--- src/rtl/alu_seq_pkg.sv ---
// Shared opcodes, FSM state encoding and flag helper for the registered ALU.
// The first five opcode values keep the legacy combinational ALU codes.
package alu_seq_pkg;

  localparam logic [3:0] OP_ADD = 4'd0;
  localparam logic [3:0] OP_SR  = 4'd1;
  localparam logic [3:0] OP_AND = 4'd2;
  localparam logic [3:0] OP_OR  = 4'd3;
  localparam logic [3:0] OP_XOR = 4'd4;
  localparam logic [3:0] OP_SUB = 4'd5;
  localparam logic [3:0] OP_SL  = 4'd6;

  typedef enum logic [1:0] {
    ST_IDLE = 2'd0,
    ST_BCD  = 2'd1,
    ST_DONE = 2'd2
  } state_t;

  // Signed overflow: operands agree in sign but the sum does not.
  function automatic logic add_ovf(input logic a_msb, input logic b_msb, input logic s_msb);
    return (a_msb ~^ b_msb) & (a_msb ^ s_msb);
  endfunction

endpackage

--- src/rtl/alu_seq_if.sv ---
// Request/result handshake bundle between the control unit, the ALU and the
// register file. The ALU uses the slave view; the requester uses master.
interface alu_seq_if #(parameter int DATA_W = 8);

  logic              alu_valid_in;
  logic              alu_ready_out;
  logic [3:0]        alu_control;
  logic              alu_decimal;
  logic [DATA_W-1:0] alu_AI;
  logic [DATA_W-1:0] alu_BI;
  logic              alu_carry_in;
  logic              alu_valid_out;
  logic              alu_ready_in;
  logic [DATA_W-1:0] alu_Y;
  logic              alu_carry_out;
  logic              alu_overflow;
  logic              alu_negative;
  logic              alu_zero;

  modport master (
    output alu_valid_in, alu_control, alu_decimal, alu_AI, alu_BI, alu_carry_in, alu_ready_in,
    input  alu_ready_out, alu_valid_out, alu_Y, alu_carry_out, alu_overflow, alu_negative, alu_zero
  );

  modport slave (
    input  alu_valid_in, alu_control, alu_decimal, alu_AI, alu_BI, alu_carry_in, alu_ready_in,
    output alu_ready_out, alu_valid_out, alu_Y, alu_carry_out, alu_overflow, alu_negative, alu_zero
  );

endinterface

--- src/rtl/alu_seq_bcd_digit.sv ---
// One-nibble 6502-style decimal add/subtract. Non-BCD digits (A-F) are not
// screened; they simply go through the same correction arithmetic.
module alu_seq_bcd_digit (
  input  logic [3:0] a,
  input  logic [3:0] b,
  input  logic       c,
  input  logic       sub,
  output logic [3:0] digit,
  output logic       carry
);

  logic [4:0] sum_s;
  logic [4:0] diff_s;

  assign sum_s  = {1'b0, a} + {1'b0, b} + {4'b0000, c};
  // For subtract, c is the not-borrow from the previous digit.
  assign diff_s = {1'b0, a} - {1'b0, b} - {4'b0000, ~c};

  // Digit correction for add (excess over 9) or subtract (negative result).
  always_comb begin
    digit = 4'd0;
    carry = 1'b0;
    if (sub) begin
      if (diff_s[4]) begin
        digit = diff_s[3:0] - 4'd6;
        carry = 1'b0;
      end else begin
        digit = diff_s[3:0];
        carry = 1'b1;
      end
    end else begin
      if (sum_s > 5'd9) begin
        digit = sum_s[3:0] + 4'd6;
        carry = 1'b1;
      end else begin
        digit = sum_s[3:0];
        carry = 1'b0;
      end
    end
  end

endmodule

--- src/rtl/alu_seq.sv ---
// Registered ALU with N/Z/C/V flags and digit-serial BCD add/subtract,
// fronted by valid/ready on both the request and result sides.
module alu_seq
  import alu_seq_pkg::*;
#(
  parameter int DATA_W = 8
) (
  input  logic     clk,
  input  logic     resetn,
  alu_seq_if.slave bus
);

  localparam int NIBBLES = DATA_W / 4;
  localparam int CNT_W   = (NIBBLES > 1) ? $clog2(NIBBLES) : 1;
  localparam logic [CNT_W-1:0] LAST_DIGIT = CNT_W'(NIBBLES - 1);

  state_t            state_r;
  logic [CNT_W-1:0]  cnt_r;
  logic [DATA_W-1:0] a_r, b_r, y_r;
  logic              sub_r, dc_r;
  logic              c_r, v_r, n_r, z_r;

  logic              accept_s, bcd_req_s;
  logic [DATA_W-1:0] beff_s, y_bin_s, y_bcd_s;
  logic [DATA_W:0]   sum_s;
  logic              c_bin_s, v_bin_s;
  logic [CNT_W+1:0]  digit_idx_s;
  logic [3:0]        a_nib_s, b_nib_s, dig_s;
  logic              dig_c_s;

  // Ready is held low while reset is asserted even though the state reads IDLE.
  assign bus.alu_ready_out = resetn &
                             ((state_r == ST_IDLE) | ((state_r == ST_DONE) & bus.alu_ready_in));
  assign accept_s  = bus.alu_valid_in & bus.alu_ready_out;
  assign bcd_req_s = bus.alu_decimal &
                     ((bus.alu_control == OP_ADD) | (bus.alu_control == OP_SUB));

  assign bus.alu_valid_out = (state_r == ST_DONE);
  assign bus.alu_Y         = y_r;
  assign bus.alu_carry_out = c_r;
  assign bus.alu_overflow  = v_r;
  assign bus.alu_negative  = n_r;
  assign bus.alu_zero      = z_r;

  // Single-cycle binary result; V also serves decimal ops from the same sum.
  always_comb begin
    beff_s  = (bus.alu_control == OP_SUB) ? ~bus.alu_BI : bus.alu_BI;
    sum_s   = {1'b0, bus.alu_AI} + {1'b0, beff_s} + {{DATA_W{1'b0}}, bus.alu_carry_in};
    y_bin_s = bus.alu_AI;
    c_bin_s = 1'b0;
    v_bin_s = 1'b0;
    case (bus.alu_control)
      OP_ADD, OP_SUB: begin
        y_bin_s = sum_s[DATA_W-1:0];
        c_bin_s = sum_s[DATA_W];
        v_bin_s = add_ovf(bus.alu_AI[DATA_W-1], beff_s[DATA_W-1], sum_s[DATA_W-1]);
      end
      OP_SR: begin
        y_bin_s = {bus.alu_carry_in, bus.alu_AI[DATA_W-1:1]};
        c_bin_s = bus.alu_AI[0];
      end
      OP_SL: begin
        y_bin_s = {bus.alu_AI[DATA_W-2:0], bus.alu_carry_in};
        c_bin_s = bus.alu_AI[DATA_W-1];
      end
      OP_AND:  y_bin_s = bus.alu_AI & bus.alu_BI;
      OP_OR:   y_bin_s = bus.alu_AI | bus.alu_BI;
      OP_XOR:  y_bin_s = bus.alu_AI ^ bus.alu_BI;
      default: y_bin_s = bus.alu_AI;
    endcase
  end

  assign digit_idx_s = {cnt_r, 2'b00};
  assign a_nib_s     = a_r[digit_idx_s +: 4];
  assign b_nib_s     = b_r[digit_idx_s +: 4];

  alu_seq_bcd_digit u_digit (
    .a     (a_nib_s),
    .b     (b_nib_s),
    .c     (dc_r),
    .sub   (sub_r),
    .digit (dig_s),
    .carry (dig_c_s)
  );

  // Result word with the current decimal digit merged in.
  always_comb begin
    y_bcd_s = y_r;
    y_bcd_s[digit_idx_s +: 4] = dig_s;
  end

  // Control FSM together with the operand, result and flag registers.
  always_ff @(posedge clk or negedge resetn) begin
    if (!resetn) begin
      state_r <= ST_IDLE;
      cnt_r   <= '0;
      a_r     <= '0;
      b_r     <= '0;
      y_r     <= '0;
      sub_r   <= 1'b0;
      dc_r    <= 1'b0;
      c_r     <= 1'b0;
      v_r     <= 1'b0;
      n_r     <= 1'b0;
      z_r     <= 1'b0;
    end else begin
      case (state_r)
        ST_IDLE, ST_DONE: begin
          if (accept_s) begin
            v_r <= v_bin_s;
            if (bcd_req_s) begin
              a_r     <= bus.alu_AI;
              b_r     <= bus.alu_BI;
              sub_r   <= (bus.alu_control == OP_SUB);
              dc_r    <= bus.alu_carry_in;
              cnt_r   <= '0;
              state_r <= ST_BCD;
            end else begin
              y_r     <= y_bin_s;
              c_r     <= c_bin_s;
              n_r     <= y_bin_s[DATA_W-1];
              z_r     <= (y_bin_s == '0);
              state_r <= ST_DONE;
            end
          end else if ((state_r == ST_DONE) && bus.alu_ready_in) begin
            state_r <= ST_IDLE;
          end else begin
            state_r <= state_r;
          end
        end
        ST_BCD: begin
          y_r  <= y_bcd_s;
          dc_r <= dig_c_s;
          if (cnt_r == LAST_DIGIT) begin
            c_r     <= dig_c_s;
            n_r     <= y_bcd_s[DATA_W-1];
            z_r     <= (y_bcd_s == '0);
            state_r <= ST_DONE;
          end else begin
            cnt_r <= cnt_r + CNT_W'(1);
          end
        end
        default: state_r <= ST_IDLE;
      endcase
    end
  end

endmodule

--- src/flat_wrapper.sv ---
// flat-port wrapper written by rule: the top's interface ports become plain ports
module alu_seq_flat import alu_seq_pkg::*;
#(
  parameter int DATA_W = 8
)
  (clk, resetn, bus_alu_valid_in, bus_alu_control, bus_alu_decimal, bus_alu_AI, bus_alu_BI, bus_alu_carry_in, bus_alu_ready_in, bus_alu_ready_out, bus_alu_valid_out, bus_alu_Y, bus_alu_carry_out, bus_alu_overflow, bus_alu_negative, bus_alu_zero);
  alu_seq_if #(.DATA_W(DATA_W)) bus_i ();
  input  logic clk;
  input  logic resetn;
  input wire logic [$bits(bus_i.alu_valid_in)-1:0] bus_alu_valid_in;
  input wire logic [$bits(bus_i.alu_control)-1:0] bus_alu_control;
  input wire logic [$bits(bus_i.alu_decimal)-1:0] bus_alu_decimal;
  input wire logic [$bits(bus_i.alu_AI)-1:0] bus_alu_AI;
  input wire logic [$bits(bus_i.alu_BI)-1:0] bus_alu_BI;
  input wire logic [$bits(bus_i.alu_carry_in)-1:0] bus_alu_carry_in;
  input wire logic [$bits(bus_i.alu_ready_in)-1:0] bus_alu_ready_in;
  output wire logic [$bits(bus_i.alu_ready_out)-1:0] bus_alu_ready_out;
  output wire logic [$bits(bus_i.alu_valid_out)-1:0] bus_alu_valid_out;
  output wire logic [$bits(bus_i.alu_Y)-1:0] bus_alu_Y;
  output wire logic [$bits(bus_i.alu_carry_out)-1:0] bus_alu_carry_out;
  output wire logic [$bits(bus_i.alu_overflow)-1:0] bus_alu_overflow;
  output wire logic [$bits(bus_i.alu_negative)-1:0] bus_alu_negative;
  output wire logic [$bits(bus_i.alu_zero)-1:0] bus_alu_zero;
  assign bus_i.alu_valid_in = bus_alu_valid_in;
  assign bus_i.alu_control = bus_alu_control;
  assign bus_i.alu_decimal = bus_alu_decimal;
  assign bus_i.alu_AI = bus_alu_AI;
  assign bus_i.alu_BI = bus_alu_BI;
  assign bus_i.alu_carry_in = bus_alu_carry_in;
  assign bus_i.alu_ready_in = bus_alu_ready_in;
  assign bus_alu_ready_out = bus_i.alu_ready_out;
  assign bus_alu_valid_out = bus_i.alu_valid_out;
  assign bus_alu_Y = bus_i.alu_Y;
  assign bus_alu_carry_out = bus_i.alu_carry_out;
  assign bus_alu_overflow = bus_i.alu_overflow;
  assign bus_alu_negative = bus_i.alu_negative;
  assign bus_alu_zero = bus_i.alu_zero;
  alu_seq #(.DATA_W(DATA_W)) u_core (.clk(clk), .resetn(resetn), .bus(bus_i));
endmodule
--- config.mk ---
export PLATFORM = sky130hd
export DESIGN_NAME = alu_seq_flat
export DESIGN_NICKNAME = d
export VERILOG_FILES = /design/src/rtl/alu_seq_pkg.sv /design/src/rtl/alu_seq_if.sv /design/src/rtl/alu_seq_bcd_digit.sv /design/src/rtl/alu_seq.sv /design/src/flat_wrapper.sv
export SDC_FILE = /design/constraint.sdc
export NUM_CORES = 1
export LEC_CHECK = 0
export BUFFER_PORTS_ARGS = -buffer_cell sky130_fd_sc_hd__buf_4
export CAP_MARGIN = 0
export CORE_MARGIN = 2
export CORE_UTILIZATION = 53
export DETAILED_ROUTE_END_ITERATION = 7
export GPL_TIMING_DRIVEN = 0
export PLACE_DENSITY = 0.77
export REMOVE_ABC_BUFFERS = 1
export SYNTH_ARGS = -nofsm -noshare
export SYNTH_HDL_FRONTEND = slang
export SYNTH_SLANG_ARGS = --single-unit
--- constraint.sdc ---
create_clock -name clk -period 4.6 [get_ports clk]
set_clock_uncertainty 0.1 [all_clocks]
set_input_delay 0.92 -clock clk [delete_from_list [all_inputs] [get_ports clk]]
set_output_delay 0.92 -clock clk [all_outputs]
set_load 0.05 [all_outputs]
==> metrics.log <==
[metrics] outcome: complete, no violations
[metrics] required time of the critical path: 4710 ps
[metrics] number of inserted diodes: 0
[metrics] final count of hold timing violations: 0
[metrics] Top Ports: 40
[metrics] H-tree Lvls: 2
[metrics] worst min-delay path category: reg -> reg
[metrics] final routed wire length divided by cell count: 17.8 um
[metrics] ranking of synthesized cells by area: sky130_fd_sc_hd__dfrtp_1 (24%), sky130_fd_sc_hd__ha_1 (12%), sky130_fd_sc_hd__mux2_2 (6.7%), sky130_fd_sc_hd__inv_1 (4.1%), sky130_fd_sc_hd__fa_1 (3.6%)
[metrics] final total negative setup slack: 0 ps
[metrics] via count of the first global-routing pass: 2983
[metrics] number of violations reported at the end of detailed-routing iteration 0: 250
[metrics] height of the die: 83.8 um
[metrics] switching power summed over all nets: 857 uW
[metrics] gate count after technology mapping: 366
[metrics] Worst IR Drop VDD: 0.568 mV
[metrics] timing-limited maximum frequency: 0.235 GHz
[metrics] wire length after detailed routing: 8.49 mm
[metrics] async set-or-reset flop fraction in the synthesized netlist: 100%
[metrics] post-route total power: 1820 uW
[metrics] non-filler cells, final: 477
[metrics] type of origin of the critical path: input pin
[metrics] Yosys warning count: 0
[metrics] clock tree sinks: 33
[metrics] total routing resource utilization after global routing: 25.3%
[metrics] most numerous cell types in the synthesized netlist: sky130_fd_sc_hd__inv_1 (37), sky130_fd_sc_hd__dfrtp_1 (33), sky130_fd_sc_hd__ha_1 (32)
[metrics] Slew Viols, Final: 0
[metrics] Cell variety after synth: 70
[metrics] HPWL after detailed placement: 6.52 mm
[metrics] Die X: 83.8 um
[metrics] slowest cell on the critical path: sky130_fd_sc_hd__nor2b_4
[metrics] number of synthesized flops with an enable pin: 0
[metrics] Root Driver: sky130_fd_sc_hd__clkbuf_8
[metrics] count leader, synth: sky130_fd_sc_hd__inv_1
[metrics] Flop pwr share: 22.6%
[metrics] biggest fanout along the worst timing path: 24
[metrics] dominant combinational cell family by area after synthesis: compound AO/OA/AOI/OAI gates
[metrics] placeable core area: 6240 sq um
[metrics] Syn Std Cell Area: 3370 sq um
[metrics] vias per inst: 6.06
[metrics] portion of total power attributed to combinational logic: 65.6%
[metrics] syn avg cell area: 9.22 sq um
[metrics] Synth Area in Compound Gates: 22.5%
[metrics] share of total power in the clock network: 11.8%
[metrics] initial core utilization: 54.0%
[metrics] CTS clock-pin slew for the worst setup and hold paths: 70 ps
[metrics] Most Frequent Cell on Critical Path: sky130_fd_sc_hd__fa_1
[metrics] area of the multi-input gates: 2340 sq um
[metrics] CTS Hold Buffers Added: 0
[metrics] ys flop type: sky130_fd_sc_hd__dfrtp_1
[metrics] xor/xnor share of the synthesized area: 4.82%
[metrics] largest area contributor in the synthesized netlist: sky130_fd_sc_hd__dfrtp_1
[metrics] number of filler cells placed in the layout: 560
[metrics] clock buffers created by TritonCTS: 5
[metrics] max-capacitance violation count: 0
[metrics] unrepaired setup endpoints after global routing: no
[metrics] Cell Rows: 29
[metrics] critical path class: in -> reg
[metrics] sequential area share after synthesis: 24.5%
[metrics] final worst hold slack: 404 ps
[metrics] P&R area growth vs syn: 12.3%
[metrics] instance area after placement: 3690 sq um
[metrics] number of input and output port buffers inserted: 39
[metrics] power per cell area: 480 nW/um^2
[metrics] top-area cell type share of the netlist area: 24.5%
[metrics] number of detailed-route iterations in the first pass: 5
[metrics] Pleak: 0.00176 uW
[metrics] stage delay of the slowest cell on the critical path: 440 ps
[metrics] layout net count: 463
[metrics] Arrival @ worst endpoint: 4360 ps
[metrics] element type at the critical path end: register
[metrics] pin count of the biggest net entering global routing: 36
[metrics] minimum clock period: 4250 ps
[metrics] synthesized-area fraction occupied by and/or/nand/nor cells: 15.4%
[metrics] Final Wtd Congestion: 0.946
[metrics] clock tree from TritonCTS: built
[metrics] count of final setup violators: 0
[metrics] slew at the pin with the worst max-slew slack: 959 ps
[metrics] maximum count of clock buffers along a single path: 2
[metrics] number of register bits inferred by synthesis: 33
[metrics] latest clock arrival within the worst-skew pair: 290 ps
[metrics] layout cell share with drive strength beyond 1: 21.8%
[metrics] post-synthesis mux area share: 11.0%
[metrics] number of antenna violations at the first check in global routing: 0
[metrics] residual overflow from global routing: 0
[metrics] number of antenna-violating nets in the routed design: 0
[metrics] post-placement cell count: 469
[metrics] adder-cell share of the synthesized area: 15.4%
[metrics] sequence of cells on the critical path: buf_4 -> nor2b_2 -> nor2b_4 -> xnor2_1 -> fa_1 -> inv_1 -> fa_1 -> xor2_1 -> a2111oi_4 -> o31ai_1 -> nor4b_2 -> nand4_1 -> o211ai_2
[metrics] remaining design rule violation count: 0
[metrics] first-pass GRT wire length: 14.6 mm
[metrics] normalized max-slew margin: 36.0%
[metrics] area used by sequential logic in the layout: 826 sq um
[metrics] Net Sw Frac: 47.1%
[metrics] share of the clock period used by the worst path after layout: 92.4%
[metrics] Design Area, Final: 3790 sq um
[metrics] die area: 7020 sq um
[metrics] routed via count: 2890
[metrics] cell internal pwr: 963 uW
[routing by layer]
layer	track usage [%]	vias up	wire length [um]
met5	0	-	0
met4	7.77	0	182
met3	3.66	14	409
met2	43.2	101	4130
met1	33.1	1381	3760
li1	-	1394	-
[power groups by stage]
stage | clock network [uW] | registers [uW] | logic (uW)
2_1_floorplan | 0 | 476 | 813
3_3_place_gp | 0 | 411 | 1140
3_5_place_dp | 0 | 416 | 1170
4_1_cts | 223 | 411 | 1180
5_1_grt | 233 | 420 | 1310
6_report | 215 | 411 | 1190
[registers in the layout (all words and copies together) (netlist names), 2 cells and up]
name              cells
u_core.a_r            8
u_core.b_r            8
u_core.bus.alu_Y      8
u_core.state_r        2
[critical path: cells and delay by family]
family | cells | cell delay [ps]
and+or+nand+nor | 4 | 1310
xor gates and xnor gates | 2 | 420
buffers and inverters | 2 | 320
AOI/OAI and AO/OA | 3 | 730
adders and majority gates | 2 | 660
[metrics by stage]
| step | util [%] | worst slack, ps |
|---|---|---|
| after floorplan | - | 522 |
| after global placement | 59.1 | -469 |
| after detailed placement | 59.2 | -492 |
| after CTS | 60.6 | 41.2 |
| after global routing | 60.7 | 125 |
| final | 60.7 | 350 |
[logic make-up (layout without fill, tap and decap cells)]
logic type                 count (synthesis)  in the layout
DFF                                       33             33
xor gates and xnor gates                  17             17
adders and majority gates                 38             38
muxes                                     33             33
buffers and inverters                     51             85
and+or+nand+nor                           94             94
AOI/OAI and AO/OA                        100            100
[placed cells by master (no fill, tap or decap), types with 3 or more instances in the layout]
cell / n
sky130_fd_sc_hd__buf_4: 39
sky130_fd_sc_hd__inv_1: 37
sky130_fd_sc_hd__dfrtp_1: 33
sky130_fd_sc_hd__ha_1: 32
sky130_fd_sc_hd__nor2_1: 21
sky130_fd_sc_hd__mux2_2: 20
sky130_fd_sc_hd__nand2_1: 19
sky130_fd_sc_hd__a21oi_1: 19
sky130_fd_sc_hd__xnor2_1: 13
sky130_fd_sc_hd__o21ai_0: 13
sky130_fd_sc_hd__mux2i_1: 10
sky130_fd_sc_hd__nand2b_1: 10
sky130_fd_sc_hd__nor2b_1: 8
sky130_fd_sc_hd__a211oi_1: 8
sky130_fd_sc_hd__a22oi_1: 6
sky130_fd_sc_hd__nor3_1: 6
sky130_fd_sc_hd__fa_1: 6
sky130_fd_sc_hd__a22o_1: 5
sky130_fd_sc_hd__o22ai_1: 5
sky130_fd_sc_hd__o221ai_1: 5
sky130_fd_sc_hd__clkbuf_8: 5
sky130_fd_sc_hd__nor4_1: 4
sky130_fd_sc_hd__o21a_1: 4
sky130_fd_sc_hd__nor3b_1: 3
sky130_fd_sc_hd__xor2_1: 3
sky130_fd_sc_hd__nor2_2: 3
sky130_fd_sc_hd__o21ai_1: 3
sky130_fd_sc_hd__o211ai_2: 3
sky130_fd_sc_hd__a32oi_1: 3
[final cells by class]
cell class / count / area share, %
tap: 77 / 2.54
inverter: 38 / 3.76
clock buffer: 5 / 1.82
sequential: 33 / 21.8
multi-input combinational: 282 / 61.9
timing repair buffer: 39 / 7.73
clock inverter: 3 / 0.462
[worst paths after layout]
kind	start	end	depth (start not counted)	slack, ps
max reg2reg	u_core.cnt_r	u_core.bus.alu_Y[2]	13	890
min reg2reg	u_core.a_r[5]	u_core.a_r[5]	1	400
max in group asynchronous	resetn	u_core.a_r[5]	1	3600
min	u_core.a_r[5]	u_core.a_r[5]	1	400
min in group asynchronous	resetn	u_core.bus.alu_overflow	1	470
max	bus_alu_control[2]	u_core.bus.alu_zero	13	350
[repair_timing]
action                                  4_1_cts  5_1_grt
buffers inserted                              0        0
endpoints found under the setup margin        4        4
gates resized for setup                       1        2
Power figures use the tool's default switching activity.
